$ cat config.mk
export PLATFORM = sky130hd
export DESIGN_NAME = noc_mem_responder
export DESIGN_NICKNAME = d
export VERILOG_FILES = /design/src/rtl/noc_mem_pkg.sv /design/src/rtl/noc_mem_responder_resp_fifo.sv /design/src/rtl/noc_mem_responder.sv
export SDC_FILE = /design/constraint.sdc
export NUM_CORES = 1
export LEC_CHECK = 0
export CELL_PAD_IN_SITES_DETAIL_PLACEMENT = 0
export CELL_PAD_IN_SITES_GLOBAL_PLACEMENT = 1
export CORE_MARGIN = 2
export CORE_UTILIZATION = 46
export CTS_BUF_LIST = sky130_fd_sc_hd__clkbuf_2
export CTS_CLUSTER_DIAMETER = 40
export DETAILED_ROUTE_END_ITERATION = 12
export PLACE_DENSITY = 0.88
export SKIP_LAST_GASP = 1
export SYNTH_ARGS = -nofsm -noshare
export SYNTH_HDL_FRONTEND = slang
export SYNTH_SLANG_ARGS = --single-unit
$ cat constraint.sdc
create_clock -name clk -period 3.7 [get_ports clk]
set_input_delay 0.555 -clock clk [delete_from_list [all_inputs] [get_ports clk]]
set_output_delay 0.555 -clock clk [all_outputs]
set_load 0.005 [all_outputs]
$ cat src/rtl/noc_mem_pkg.sv
// Shared types and packet field layout for the remote-memory responder.
package noc_mem_pkg;

    typedef enum logic [1:0] {
        OP_READ_REQ  = 2'b00,
        OP_WRITE_REQ = 2'b01,
        OP_READ_RESP = 2'b10,
        OP_WRITE_ACK = 2'b11
    } opcodeT;

    typedef enum logic [1:0] {
        ST_IDLE    = 2'd0,
        ST_EXEC    = 2'd1,
        ST_RD_WAIT = 2'd2
    } stateT;

    // Collector request format (72 bits) and response format (68 bits)
    // share the opcode, address and data positions.
    localparam int REQ_WIDTH  = 72;
    localparam int RESP_WIDTH = 68;
    localparam int OP_LSB     = 66;
    localparam int OP_WIDTH   = 2;
    localparam int ERR_BIT    = 65;
    localparam int ADDR_LSB   = 32;
    localparam int ADDR_WIDTH = 32;
    localparam int DATA_LSB   = 0;
    localparam int DATA_WIDTH = 32;

    function automatic logic [RESP_WIDTH-1:0] makeResp(
        input opcodeT                op,
        input logic                  err,
        input logic [ADDR_WIDTH-1:0] addr,
        input logic [DATA_WIDTH-1:0] data
    );
        logic [RESP_WIDTH-1:0] pkt;
        pkt = '0;
        pkt[OP_LSB +: OP_WIDTH]     = op;
        pkt[ERR_BIT]                = err;
        pkt[ADDR_LSB +: ADDR_WIDTH] = addr;
        pkt[DATA_LSB +: DATA_WIDTH] = data;
        return pkt;
    endfunction

endpackage

$ cat src/rtl/noc_mem_responder_resp_fifo.sv
// Response queue: synchronous FIFO with occupancy count, empty and full.
module resp_fifo #(
    parameter int  WIDTH = 77,
    parameter int  DEPTH = 4,
    localparam int AW    = $clog2(DEPTH),
    localparam int CW    = AW + 1
) (
    input  logic             clk,
    input  logic             rst,
    input  logic             push,
    input  logic [WIDTH-1:0] pushData,
    input  logic             pop,
    output logic [WIDTH-1:0] headData,
    output logic [CW-1:0]    count,
    output logic             empty,
    output logic             full
);
    logic [WIDTH-1:0] mem [DEPTH];
    logic [AW-1:0]    wrPtr;
    logic [AW-1:0]    rdPtr;
    logic             doPush;
    logic             doPop;

    assign empty    = (count == '0);
    assign full     = (count == CW'(DEPTH));
    assign doPush   = push && !full;
    assign doPop    = pop && !empty;
    assign headData = mem[rdPtr];

    // Storage write; contents need no reset since count gates visibility.
    always_ff @(posedge clk) begin
        if (doPush) begin
            mem[wrPtr] <= pushData;
        end
    end

    // Pointer and occupancy bookkeeping; pointers wrap on power-of-two depth.
    always_ff @(posedge clk) begin
        if (rst) begin
            wrPtr <= '0;
            rdPtr <= '0;
            count <= '0;
        end else begin
            if (doPush) wrPtr <= wrPtr + 1'b1;
            if (doPop)  rdPtr <= rdPtr + 1'b1;
            case ({doPush, doPop})
                2'b10:   count <= count + 1'b1;
                2'b01:   count <= count - 1'b1;
                default: count <= count;
            endcase
        end
    end

endmodule

$ cat src/rtl/noc_mem_responder.sv
// Remote-memory responder: services read/write requests against this node's
// RAM chunk and queues one tagged response per legal request.
//
// state      | meaning
// ST_IDLE    | waiting for a request; accepts while the response FIFO has room
// ST_EXEC    | RAM address/write cycle; writes and range errors respond here
// ST_RD_WAIT | RAM read data present; read response is pushed
module noc_mem_responder
    import noc_mem_pkg::*;
#(
    parameter int  NODE_ID         = 0,
    parameter int  NODE_COUNT      = 9,
    parameter int  RAM_CHUNK_SIZE  = 1024,
    parameter int  PACKET_ID_WIDTH = 5,
    parameter int  QUEUE_DEPTH     = 4,
    localparam int NW              = $clog2(NODE_COUNT)
) (
    input  logic                       clk,
    input  logic                       rst,
    input  logic [REQ_WIDTH-1:0]       packet_in,
    input  logic [NW-1:0]              node_start,
    input  logic [PACKET_ID_WIDTH-1:0] packet_id_in,
    input  logic                       valid_in,
    output logic                       ready_out,
    output logic [31:0]                ram_address,
    output logic [31:0]                wr_data,
    output logic                       we,
    input  logic [31:0]                rd_data,
    output logic [RESP_WIDTH-1:0]      packet_out,
    output logic [NW-1:0]              node_dest,
    output logic [PACKET_ID_WIDTH-1:0] packet_id_out,
    output logic                       valid_out,
    input  logic                       ready_in,
    output logic [7:0]                 err_count
);
    localparam logic [31:0] CHUNK_BASE  = 32'(NODE_ID * RAM_CHUNK_SIZE);
    localparam logic [31:0] CHUNK_LIMIT = 32'((NODE_ID + 1) * RAM_CHUNK_SIZE);
    localparam int          ENTRY_WIDTH = RESP_WIDTH + NW + PACKET_ID_WIDTH;
    localparam int          CW          = $clog2(QUEUE_DEPTH) + 1;

    stateT                      state;
    opcodeT                     reqOp;
    logic [31:0]                reqAddr;
    logic [31:0]                reqData;
    logic [NW-1:0]              reqNode;
    logic [PACKET_ID_WIDTH-1:0] reqId;
    logic                       reqInRange;
    logic [7:0]                 errCountQ;
    logic [31:0]                ramAddrQ;
    logic [31:0]                wrDataQ;
    logic                       weQ;

    opcodeT                     opIn;
    logic [31:0]                addrIn;
    logic [31:0]                dataIn;
    logic                       inRangeIn;
    logic                       accept;

    logic                       pushEn;
    opcodeT                     pushOp;
    logic                       pushErr;
    logic [31:0]                pushData;
    logic [ENTRY_WIDTH-1:0]     pushWord;
    logic [ENTRY_WIDTH-1:0]     fifoHead;
    logic [ENTRY_WIDTH-1:0]     headWord;
    logic [CW-1:0]              fifoCount;
    logic                       fifoEmpty;
    logic                       fifoFull;
    logic                       unusedBits;

    assign opIn       = opcodeT'(packet_in[OP_LSB +: OP_WIDTH]);
    assign addrIn     = packet_in[ADDR_LSB +: ADDR_WIDTH];
    assign dataIn     = packet_in[DATA_LSB +: DATA_WIDTH];
    assign inRangeIn  = (addrIn >= CHUNK_BASE) && (addrIn < CHUNK_LIMIT);
    assign ready_out  = (state == ST_IDLE) && !fifoFull;
    assign accept     = valid_in && ready_out;
    assign unusedBits = ^{packet_in[71:68], packet_in[64], fifoCount};

    // Request sequencing, request capture, error counter and registered RAM port.
    always_ff @(posedge clk) begin
        if (rst) begin
            state      <= ST_IDLE;
            reqOp      <= OP_READ_REQ;
            reqAddr    <= '0;
            reqData    <= '0;
            reqNode    <= '0;
            reqId      <= '0;
            reqInRange <= 1'b0;
            errCountQ  <= '0;
            ramAddrQ   <= '0;
            wrDataQ    <= '0;
            weQ        <= 1'b0;
        end else begin
            ramAddrQ <= '0;
            wrDataQ  <= '0;
            weQ      <= 1'b0;
            case (state)
                ST_IDLE: begin
                    if (accept) begin
                        reqOp      <= opIn;
                        reqAddr    <= addrIn;
                        reqData    <= dataIn;
                        reqNode    <= node_start;
                        reqId      <= packet_id_in;
                        reqInRange <= inRangeIn;
                        if (opIn == OP_READ_RESP || opIn == OP_WRITE_ACK) begin
                            if (errCountQ != 8'hFF) errCountQ <= errCountQ + 8'd1;
                        end else begin
                            state <= ST_EXEC;
                            // RAM port is set up at accept so it is live during EXEC.
                            if (inRangeIn) begin
                                ramAddrQ <= addrIn - CHUNK_BASE;
                                if (opIn == OP_WRITE_REQ) begin
                                    weQ     <= 1'b1;
                                    wrDataQ <= dataIn;
                                end
                            end
                        end
                    end
                end
                ST_EXEC: begin
                    state <= (reqOp == OP_READ_REQ && reqInRange) ? ST_RD_WAIT : ST_IDLE;
                end
                ST_RD_WAIT: begin
                    state <= ST_IDLE;
                end
                default: begin
                    state <= ST_IDLE;
                end
            endcase
        end
    end

    // Response generation: range errors and write acks from EXEC, read data from RD_WAIT.
    always_comb begin
        pushEn   = 1'b0;
        pushOp   = OP_READ_RESP;
        pushErr  = 1'b0;
        pushData = '0;
        case (state)
            ST_EXEC: begin
                pushOp = (reqOp == OP_WRITE_REQ) ? OP_WRITE_ACK : OP_READ_RESP;
                if (!reqInRange) begin
                    pushEn  = 1'b1;
                    pushErr = 1'b1;
                end else if (reqOp == OP_WRITE_REQ) begin
                    pushEn   = 1'b1;
                    pushData = reqData;
                end
            end
            ST_RD_WAIT: begin
                pushEn   = 1'b1;
                pushData = rd_data;
            end
            default: begin
                pushEn = 1'b0;
            end
        endcase
    end

    assign pushWord = {makeResp(pushOp, pushErr, reqAddr, pushData), reqNode, reqId};

    resp_fifo #(
        .WIDTH (ENTRY_WIDTH),
        .DEPTH (QUEUE_DEPTH)
    ) uRespFifo (
        .clk      (clk),
        .rst      (rst),
        .push     (pushEn),
        .pushData (pushWord),
        .pop      (ready_in),
        .headData (fifoHead),
        .count    (fifoCount),
        .empty    (fifoEmpty),
        .full     (fifoFull)
    );

    // Stale storage behind an empty queue must not leak onto the outputs.
    assign headWord      = fifoEmpty ? '0 : fifoHead;
    assign valid_out     = !fifoEmpty;
    assign packet_out    = headWord[ENTRY_WIDTH-1 -: RESP_WIDTH];
    assign node_dest     = headWord[PACKET_ID_WIDTH +: NW];
    assign packet_id_out = headWord[PACKET_ID_WIDTH-1:0];

    assign ram_address = ramAddrQ;
    assign wr_data     = wrDataQ;
    assign we          = weQ;
    assign err_count   = errCountQ;

endmodule
==> results.json, run 1 <==
{
  "worstReg2RegStart": "state[1]",
  "drc": 0,
  "outcome": "finished, final reports clean",
  "crit_buf_inv": 2,
  "slew_headroom": 0.268,
  "grt_max_degree": 66,
  "worstHoldEndpoint": "reqId[0]",
  "path_cells": "buf_16, mux4_2, and2_1, clkdlybuf4s50_1",
  "hold_class": "in2reg",
  "layout_common_cells": "edfxtp_1, clkdlybuf4s50_1, dfxtp_1",
  "crit_type": "reg2out",
  "rrSetupSlack_ns": 0.99,
  "max_cap_violations": 0,
  "p_leak_nw": 7.63,
  "hold_ws_ns": 0.120,
  "vias": 10617,
  "slowest_delay_ns": 0.57,
  "synth_top_family_by_area": "simple AND/OR/NAND/NOR gates",
  "min_from": "packet_id_in[0]",
  "die_h_um": 197,
  "synth_xor_area_frac": 0.00409,
  "startpoint_type": "register",
  "layout_commonest_cell": "edfxtp_1",
  "cp_max_fo": 28,
  "dp_hpwl_mm": 24.1,
  "first_pass_iters": 5,
  "hold_depth": 3,
  "final_max_slew_viol_count": 0,
  "r2r-end": "uRespFifo.count[2]",
  "cts_root_buf": "clkbuf_2",
  "antenna_found_initial": 3,
  "muxShareOfSynthArea": 0.101,
  "fin_crit_ns": 3.51,
  "fp.dieW_um": 197,
  "clockBufferDepth": 3,
  "power_mw": 9.47,
  "grt_pass1_wl_mm": 61.3,
  "p_per_area_nw_per_um2": 438,
  "io_pins": 269,
  "globalRoute.totalOverflow": 0,
  "synth_area_um2": 17100,
  "start_util": 0.468,
  "fin_nets": 1619,
  "drt-vias-per-instance": 5.16,
  "synth_fa_ha_area_frac": 0.00775,
  "crit_slowest_cell": "mux4_2",
  "htreeDepth": 3,
  "drive_gt1_frac": 0.187,
  "row_count": 70,
  "async_flop_share": 0,
  "area_delta_synth_final_pct": 26.3,
  "finalHoldViolCount": 0,
  "crit_arrival_ns": 2.95,
  "yosys.area_share.simple": 0.108,
  "synth_compound_area_frac": 0.0422,
  "final_area_um2": 21600,
  "finalWeightedCongestion": 0.751,
  "core_area_um2": 36600,
  "dpl_cell_area_um2": 20300,
  "fin_util": 0.590,
  "syn_inst": 1118,
  "multi_input_area_um2": 4610,
  "synth.avg_cell_area_um2": 15.3,
  "synth_warnings": 0,
  "ir_drop_mv": 0.271,
  "ys.flop_type": "edfxtp_1",
  "end_kind": "output pin",
  "rr_worst_depth": 11,
  "grt_pass1_vias": 11256,
  "synth_edf_count": 300,
  "initialDrtViolationCount": 594,
  "setup_violations": 0,
  "worst-slew-pin-transition_ns": 1.09,
  "ys_ff_latch": 460,
  "setup_tns_ns": 0,
  "track_usage": 0.210,
  "totalWireLength_mm": 40.2,
  "ys_types": 46,
  "wl_per_cell_um": 19.5,
  "cp.required_ns": 3.14,
  "clock.fmax_ghz": 0.285,
  "post-route-period-util": 0.948,
  "numCtsBuffers": 112,
  "tritoncts": "yes",
  "cts_num_sinks": 460,
  "clk_latency_ns": 1.03,
  "numPortBuffers": 261,
  "clk_pin_slew_ns": 0.10,
  "ant_nets": 0,
  "rsz0062_at_grt": "yes",
  "regArea_um2": 12200,
  "crit_family": "buffers and inverters",
  "ys_seq_area_frac": 0.713,
  "fp.dieArea_um2": 38800,
  "nFillCells": 2931,
  "skew_ns": 0.0457
}
[report_power, final]
group | switching (mW) | internal (mW) | leakage [nW]
Sequential | 0.0649 | 5.53 | 4.08
Clock | 1.99 | 1.22 | 0.770
Combinational | 0.314 | 0.357 | 2.78
Total | 2.37 | 7.11 | 7.63
[kinds of logic after synthesis]
kind of cell / after synthesis
AND/OR/NAND/NOR: 355
AO/OA/AOI/OAI: 123
buffers and inverters: 83
multiplexers: 78
flip-flops: 460
other: 1
XOR/XNOR: 8
adder cells (fa/ha/maj): 10
[synthesized netlist by cell type (2+ instances only)]
master	instances	area (um^2)
and2_1	91	569
nand2_1	152	571
xnor2_1	3	26.3
or3_1	4	25.0
inv_1	11	41.3
edfxtp_1	300	9010
mux2i_1	2	20.0
buf_6	8	90.1
nor4_1	4	25.0
o31ai_1	2	15.0
nor3_1	2	10.0
buf_4	3	22.5
and3_2	11	82.6
mux4_2	75	1690
dfxtp_1	160	3200
nand4_1	4	25.0
buf_1	2	7.51
and3_1	24	150
buf_2	14	70.1
xor2_1	5	43.8
clkbuf_2	4	20.0
a21oi_1	80	400
clkbuf_1	41	154
nor2b_1	34	213
o21ai_0	3	15.0
nand3_1	4	20.0
nor2_1	15	56.3
ha_1	9	113
a22oi_1	34	255
[per-layer routing]
metal | routed length (um) | global-route usage | share of wire
met1 | 16000 | 0.253 | 0.40
met2 | 20500 | 0.359 | 0.51
met3 | 2780 | 0.0561 | 0.069
met5 | 11 | 0 | 0.00027
met4 | 952 | 0.0897 | 0.024
[timing repair]
action	4_1_cts	5_1_grt
setup buffers	4	0
hold buffers	20	0
endpoints found under the setup margin	68	26
gates resized for setup	3	1
cloned	1	0
hold endpoints to repair	47	0
[layout make-up]
| cell class | count | share of cell area |
|---|---|---|
| inverters | 11 | 0.00191 |
| clock inverters | 57 | 0.0117 |
| repair buffers | 310 | 0.145 |
| multi-input cells | 597 | 0.213 |
| clock buffers | 154 | 0.0357 |
| well taps | 468 | 0.0271 |
| diodes | 2 | 0.000232 |
| flip-flops and latches | 460 | 0.565 |
[sequential cells by signal, summed over array words and instances, names as in the netlist, named ones only]
register	count
uRespFifo.count	3
uRespFifo.mem	300
state	2
err_count	8
reqNode	4
we	1
ram_address	32
reqInRange	1
reqOp	2
uRespFifo.rdPtr	2
reqId	5
wr_data	32
reqData	32
reqAddr	32
uRespFifo.wrPtr	2
[worst reg2reg max path, stage by stage (launching register included)]
cell and delay, ns:
dfxtp_1 0.36, inv_1 0.07, ha_1 0.20, and3b_1 0.21, o311a_1 0.45, inv_1 0.13, ha_1 0.19, inv_1 0.06
fa_1 0.37, xor2_1 0.16, or3_1 0.31, a21oi_1 0.14
[stage by stage]
step,instances,setup slack [ns]
detailed placement,1821,0.777
global route,2059,-0.00599
global placement,1821,0.769
floorplan,1140,0.439
CTS,2057,0.00133
finish,2059,0.191
[how the worst max path moves through the flow]
stage             startpoint                   to  slack [ns]  depth (start not counted)
2_1_floorplan       state[1]  uRespFifo.mem[0][0]        0.44                          5
3_3_place_gp   packet_in[58]           wr_data[0]        0.77                          6
3_5_place_dp   packet_in[58]          wr_data[27]        0.78                          6
4_1_cts             register       packet_out[10]       0.001                          4
5_1_grt             register       packet_out[26]      -0.006                          4
6_report            register       packet_out[22]        0.19                          4
(Power assumes the default switching activity.)
==> inputs of run 2 (changes only) <==
--- a/config.mk
+++ b/config.mk
@@ -12,6 +12,8 @@
 export CTS_BUF_LIST = sky130_fd_sc_hd__clkbuf_2
 export CTS_CLUSTER_DIAMETER = 40
 export DETAILED_ROUTE_END_ITERATION = 12
+export GPL_TIMING_DRIVEN = 0
+export HOLD_SLACK_MARGIN = 0.12
 export PLACE_DENSITY = 0.88
 export SKIP_LAST_GASP = 1
 export SYNTH_ARGS = -nofsm -noshare
==> results.json, run 2 (synthesis gave the netlist of run 1 again) <==
{
  "outcome": "finished, final reports clean",
  "rr_worst_depth": 11,
  "regArea_um2": 12200,
  "cp_max_fo": 10,
  "layout_commonest_cell": "edfxtp_1",
  "largest_register": "uRespFifo.mem",
  "clock.fmax_ghz": 0.282,
  "place_inst": 1872,
  "path_cells": "buf_8, buf_6, mux4_2, and2_1, clkdlybuf4s50_1",
  "worst-slew-pin-transition_ns": 0.914,
  "p_per_area_nw_per_um2": 431,
  "hold_class": "in2reg",
  "clk_pin_slew_ns": 0.09,
  "fin_crit_ns": 3.55,
  "start_util": 0.468,
  "worstReg2RegStart": "state[1]",
  "drive_gt1_frac": 0.188,
  "power_switching_mw": 2.39,
  "drt-vias-per-instance": 5.08,
  "combPwrFrac": 0.079,
  "crit_arrival_ns": 3.00,
  "fp.dieArea_um2": 38800,
  "seq_power_share": 0.581,
  "power_mw": 9.63,
  "grt_pass1_wl_mm": 64.8,
  "htreeDepth": 3,
  "initialDrtViolationCount": 606,
  "multi_input_area_um2": 4600,
  "hold_depth": 3,
  "rsz0062_at_grt": "yes",
  "io_pins": 269,
  "intPower_mw": 7.24,
  "first_pass_iters": 6,
  "clockPowerShare": 0.340,
  "skew_ns": 0.0871,
  "startpoint_type": "register",
  "post-route-period-util": 0.960,
  "antenna_found_initial": 3,
  "grt_max_degree": 51,
  "ant_nets": 0,
  "globalRoute.totalOverflow": 0,
  "nFillCells": 2871,
  "crit_family": "buffers and inverters",
  "numCtsBuffers": 111,
  "dp_hpwl_mm": 28.0,
  "clockBufferDepth": 3,
  "worstHoldEndpoint": "reqAddr[28]",
  "setup_violations": 0,
  "final_max_slew_viol_count": 0,
  "post_cts_buffers": 0,
  "r2r-end": "uRespFifo.count[2]",
  "totalWireLength_mm": 43.0,
  "crit_buf_inv": 3,
  "crit_slowest_cell": "mux4_2",
  "grt_pass1_vias": 11430,
  "tritoncts": "yes",
  "crit_cells": 5,
  "cts_root_buf": "clkbuf_2",
  "p_leak_nw": 7.96,
  "clk_latency_ns": 1.03,
  "row_count": 70,
  "slew_headroom": 0.386,
  "track_usage": 0.227,
  "setup_tns_ns": 0,
  "rrSetupSlack_ns": 0.92,
  "largest_register_ffs": 300,
  "end_kind": "output pin",
  "finalWeightedCongestion": 0.790,
  "min_from": "packet_in[60]",
  "finalHoldViolCount": 0,
  "core_area_um2": 36600,
  "layout_common_cells": "edfxtp_1, clkdlybuf4s50_1, clkbuf_2",
  "area_delta_synth_final_pct": 30.5,
  "stdcell_count": 2157,
  "vias": 10959,
  "cp.required_ns": 3.14,
  "ir_drop_mv": 0.253,
  "fin_nets": 1714,
  "max_cap_violations": 0,
  "crit_type": "reg2out",
  "slowest_delay_ns": 0.55,
  "swShare": 0.248,
  "numPortBuffers": 260,
  "fp.dieW_um": 197,
  "drc": 0,
  "die_h_um": 197,
  "wl_per_cell_um": 19.9,
  "cts_num_sinks": 460
}
==> run 2: metrics by stage <==
step            util  hold WS [ns]  setup WS, ns  area, um^2
3_3_place_gp   0.557         0.442         -1.20       20400
2_1_floorplan      -         0.436         0.439       17200
3_5_place_dp   0.560         0.446         0.375       20500
4_1_cts        0.610         0.121       0.00176       22300
6_report       0.610         0.236         0.148       22300
5_1_grt        0.610         0.162      -0.00626       22300
==> run 2: layout make-up <==
type | count | area share
tap | 468 | 0.0262
clock buffer | 169 | 0.0379
buffer | 72 | 0.0192
timing repair buffer | 334 | 0.153
clock inverter | 43 | 0.00902
inverter | 11 | 0.00185
multi-input combinational | 597 | 0.206
sequential | 460 | 0.547
antenna | 3 | 0.000336
==> run 2: power groups by stage <==
stage / sequential (mW) / combinational (mW) / clock (mW)
3_5_place_dp: 5.71 / 0.699 / 0
2_1_floorplan: 5.69 / 0.325 / 0
5_1_grt: 5.61 / 0.829 / 3.62
3_3_place_gp: 5.70 / 0.689 / 0
4_1_cts: 5.59 / 0.771 / 3.38
6_report: 5.59 / 0.764 / 3.27
==> run 2: layer usage <==
| metal | GRT usage | share of wire |
|---|---|---|
| met5 | 0 | 0 |
| met4 | 0.0969 | 0.032 |
| met3 | 0.0553 | 0.060 |
| met2 | 0.390 | 0.50 |
| met1 | 0.273 | 0.41 |
==> run 2: how the worst max path moves through the flow <==
stage,start,end,slack (ns)
global route,register,packet_out[22],-0.006
finish,register,packet_out[22],0.15
detailed placement,packet_in[58],wr_data[8],0.37
floorplan,state[1],uRespFifo.mem[0][0],0.44
global placement,state[1],uRespFifo.mem[0][50],-1.20
CTS,register,packet_out[11],0.002
==> run 2: what timing repair did <==
| item | in CTS | in global routing |
|---|---|---|
| hold endpoints to repair | 108 | 0 |
| gates resized for setup | 25 | 4 |
| endpoints found under the setup margin | 61 | 10 |
| hold buffers | 70 | 0 |
==> run 2: worst register-to-register path: cells and delay by family (launching register included) <==
| kind | cells | cell delay, ns |
|---|---|---|
| buffers and inverters | 3 | 0.27 |
| xor gates and xnor gates | 1 | 0.17 |
| and+or+nand+nor | 2 | 0.55 |
| DFF | 1 | 0.37 |
| adders and majority gates | 3 | 0.78 |
| AOI/OAI and AO/OA | 2 | 0.59 |
==> inputs of run 3 (changes only) <==
--- a/config.mk
+++ b/config.mk
@@ -9,7 +9,7 @@
 export CELL_PAD_IN_SITES_GLOBAL_PLACEMENT = 1
 export CORE_MARGIN = 2
 export CORE_UTILIZATION = 46
-export CTS_BUF_LIST = sky130_fd_sc_hd__clkbuf_2
+export CTS_BUF_LIST = sky130_fd_sc_hd__clkbuf_4
 export CTS_CLUSTER_DIAMETER = 40
 export DETAILED_ROUTE_END_ITERATION = 12
 export GPL_TIMING_DRIVEN = 0
==> results.json, run 3 (synthesis gave the netlist of run 1 again) <==
{
  "outcome": "finished, final reports clean",
  "startpoint_type": "register",
  "path_cells": "clkbuf_4, buf_4, mux4_2, and2_1, clkdlybuf4s50_1",
  "antenna_found_initial": 2,
  "largest_register_ffs": 300,
  "wl_per_cell_um": 20.1,
  "worstHoldEndpoint": "reqId[4]",
  "dp_hpwl_mm": 28.0,
  "numCtsBuffers": 113,
  "p_leak_nw": 7.73,
  "finalWeightedCongestion": 0.790,
  "setup_violations": 0,
  "fin_crit_ns": 3.46,
  "stdcell_count": 2091,
  "drc": 0,
  "nFillCells": 2920,
  "core_area_um2": 36600,
  "initialDrtViolationCount": 632,
  "vias": 10751,
  "hold_class": "in2reg",
  "end_kind": "output pin",
  "clockPowerShare": 0.400,
  "crit_family": "buffers and inverters",
  "htreeDepth": 3,
  "clk_pin_slew_ns": 0.06,
  "ant_nets": 0,
  "final_max_slew_viol_count": 0,
  "fin_util": 0.602,
  "intPower_mw": 8.11,
  "rr_worst_depth": 11,
  "io_pins": 269,
  "area_delta_synth_final_pct": 28.9,
  "post_cts_buffers": 0,
  "fp.dieArea_um2": 38800,
  "track_usage": 0.220,
  "globalRoute.totalOverflow": 0,
  "seq_power_share": 0.534,
  "final.setup.worst_slack_ns": 0.240,
  "rsz0062_at_grt": "no",
  "clk_latency_ns": 0.79,
  "crit_type": "reg2out",
  "r2r-end": "uRespFifo.count[2]",
  "fin_nets": 1647,
  "start_util": 0.468,
  "place_inst": 1872,
  "p_per_area_nw_per_um2": 475,
  "crit_arrival_ns": 2.91,
  "crit_slowest_cell": "mux4_2",
  "worstReg2RegStart": "state[1]",
  "tritoncts": "yes",
  "cp_max_fo": 10,
  "cts_root_buf": "clkbuf_4",
  "grt_max_degree": 51,
  "totalWireLength_mm": 42.0,
  "drive_gt1_frac": 0.189,
  "clockBufferDepth": 3,
  "die_h_um": 197,
  "combPwrFrac": 0.066,
  "numPortBuffers": 260,
  "cp.required_ns": 3.14,
  "max_cap_violations": 0,
  "slowest_delay_ns": 0.57,
  "layout_common_cells": "edfxtp_1, clkdlybuf4s50_1, clkbuf_4",
  "first_pass_iters": 5,
  "layout_commonest_cell": "edfxtp_1",
  "min_from": "packet_id_in[4]",
  "rrSetupSlack_ns": 0.91,
  "crit_buf_inv": 3,
  "finalHoldViolCount": 0,
  "post-route-period-util": 0.935,
  "skew_ns": 0.0385,
  "hold_ws_ns": 0.324,
  "power_switching_mw": 2.37,
  "row_count": 70,
  "pre_cts_ws_ns": 0.375,
  "slew_headroom": 0.399,
  "cts_num_sinks": 460,
  "worst-slew-pin-transition_ns": 0.895,
  "grt_pass1_vias": 11122,
  "swShare": 0.226,
  "fp.dieW_um": 197,
  "hold_depth": 3,
  "drt-vias-per-instance": 5.14,
  "setup_tns_ns": 0,
  "ir_drop_mv": 0.262,
  "grt_pass1_wl_mm": 63.0,
  "largest_register": "uRespFifo.mem",
  "clock.fmax_ghz": 0.289
}
-- run 3: per-layer routing --
layer | GRT usage | vias up | routed length, um
li1 | - | 5018 | -
met1 | 0.269 | 5296 | 16800
met2 | 0.377 | 373 | 21100
met3 | 0.0570 | 64 | 2970
met4 | 0.0874 | 0 | 1090
met5 | 0 | - | 0
-- run 3: power by group through the flow --
stage,Combinational (mW),Sequential [mW],Clock (mW)
4_1_cts,0.708,5.59,4.32
6_report,0.696,5.60,4.19
3_5_place_dp,0.699,5.71,0
5_1_grt,0.759,5.60,4.57
3_3_place_gp,0.689,5.70,0
2_1_floorplan,0.325,5.69,0
-- run 3: area by class of cell --
| type | instances | area (um^2) | share of cell area |
|---|---|---|---|
| diodes | 4 | 10.0 | 0.000454 |
| clock inverters | 54 | 294 | 0.0133 |
| plain buffers | 72 | 392 | 0.0178 |
| flip-flops and latches | 460 | 12200 | 0.554 |
| repair buffers | 265 | 2720 | 0.123 |
| clock buffers | 160 | 1200 | 0.0545 |
| multi-input cells | 597 | 4600 | 0.208 |
| well taps | 468 | 586 | 0.0265 |
| inverters | 11 | 41.3 | 0.00187 |
-- run 3: metrics by stage --
stage          cell area [um^2]  total power [mW]
2_1_floorplan             17200              6.01
3_3_place_gp              20400              6.39
3_5_place_dp              20500              6.41
4_1_cts                   22000              10.6
5_1_grt                   22100              10.9
6_report                  22100              10.5
-- run 3: worst max-delay path by stage --
stage,startpoint,to,slack [ns],cells after the start
after floorplan,state[1],uRespFifo.mem[0][0],0.44,5
after global placement,state[1],uRespFifo.mem[0][50],-1.20,5
after detailed placement,packet_in[58],wr_data[8],0.37,6
after CTS,register,packet_out[26],0.0006,5
after global routing,register,packet_out[22],0.06,5
final,register,packet_out[22],0.24,5
-- run 3: worst reg2reg max path: stages, from the launching register on --
cell and delay [ns]:
dfxtp_1 0.36, inv_1 0.07, ha_1 0.22, and3b_1 0.24, o311a_1 0.46, inv_1 0.13
ha_1 0.18, inv_1 0.06, fa_1 0.37, xor2_1 0.17, or3_1 0.31, a21oi_1 0.14
-- run 3: timing repair --
item / CTS / global route
cloned: 0 / 0
setup endpoints to repair: 50 / 23
resized for setup: 14 / 2
hold endpoints to repair: 1 / 0
hold buffers: 1 / 0
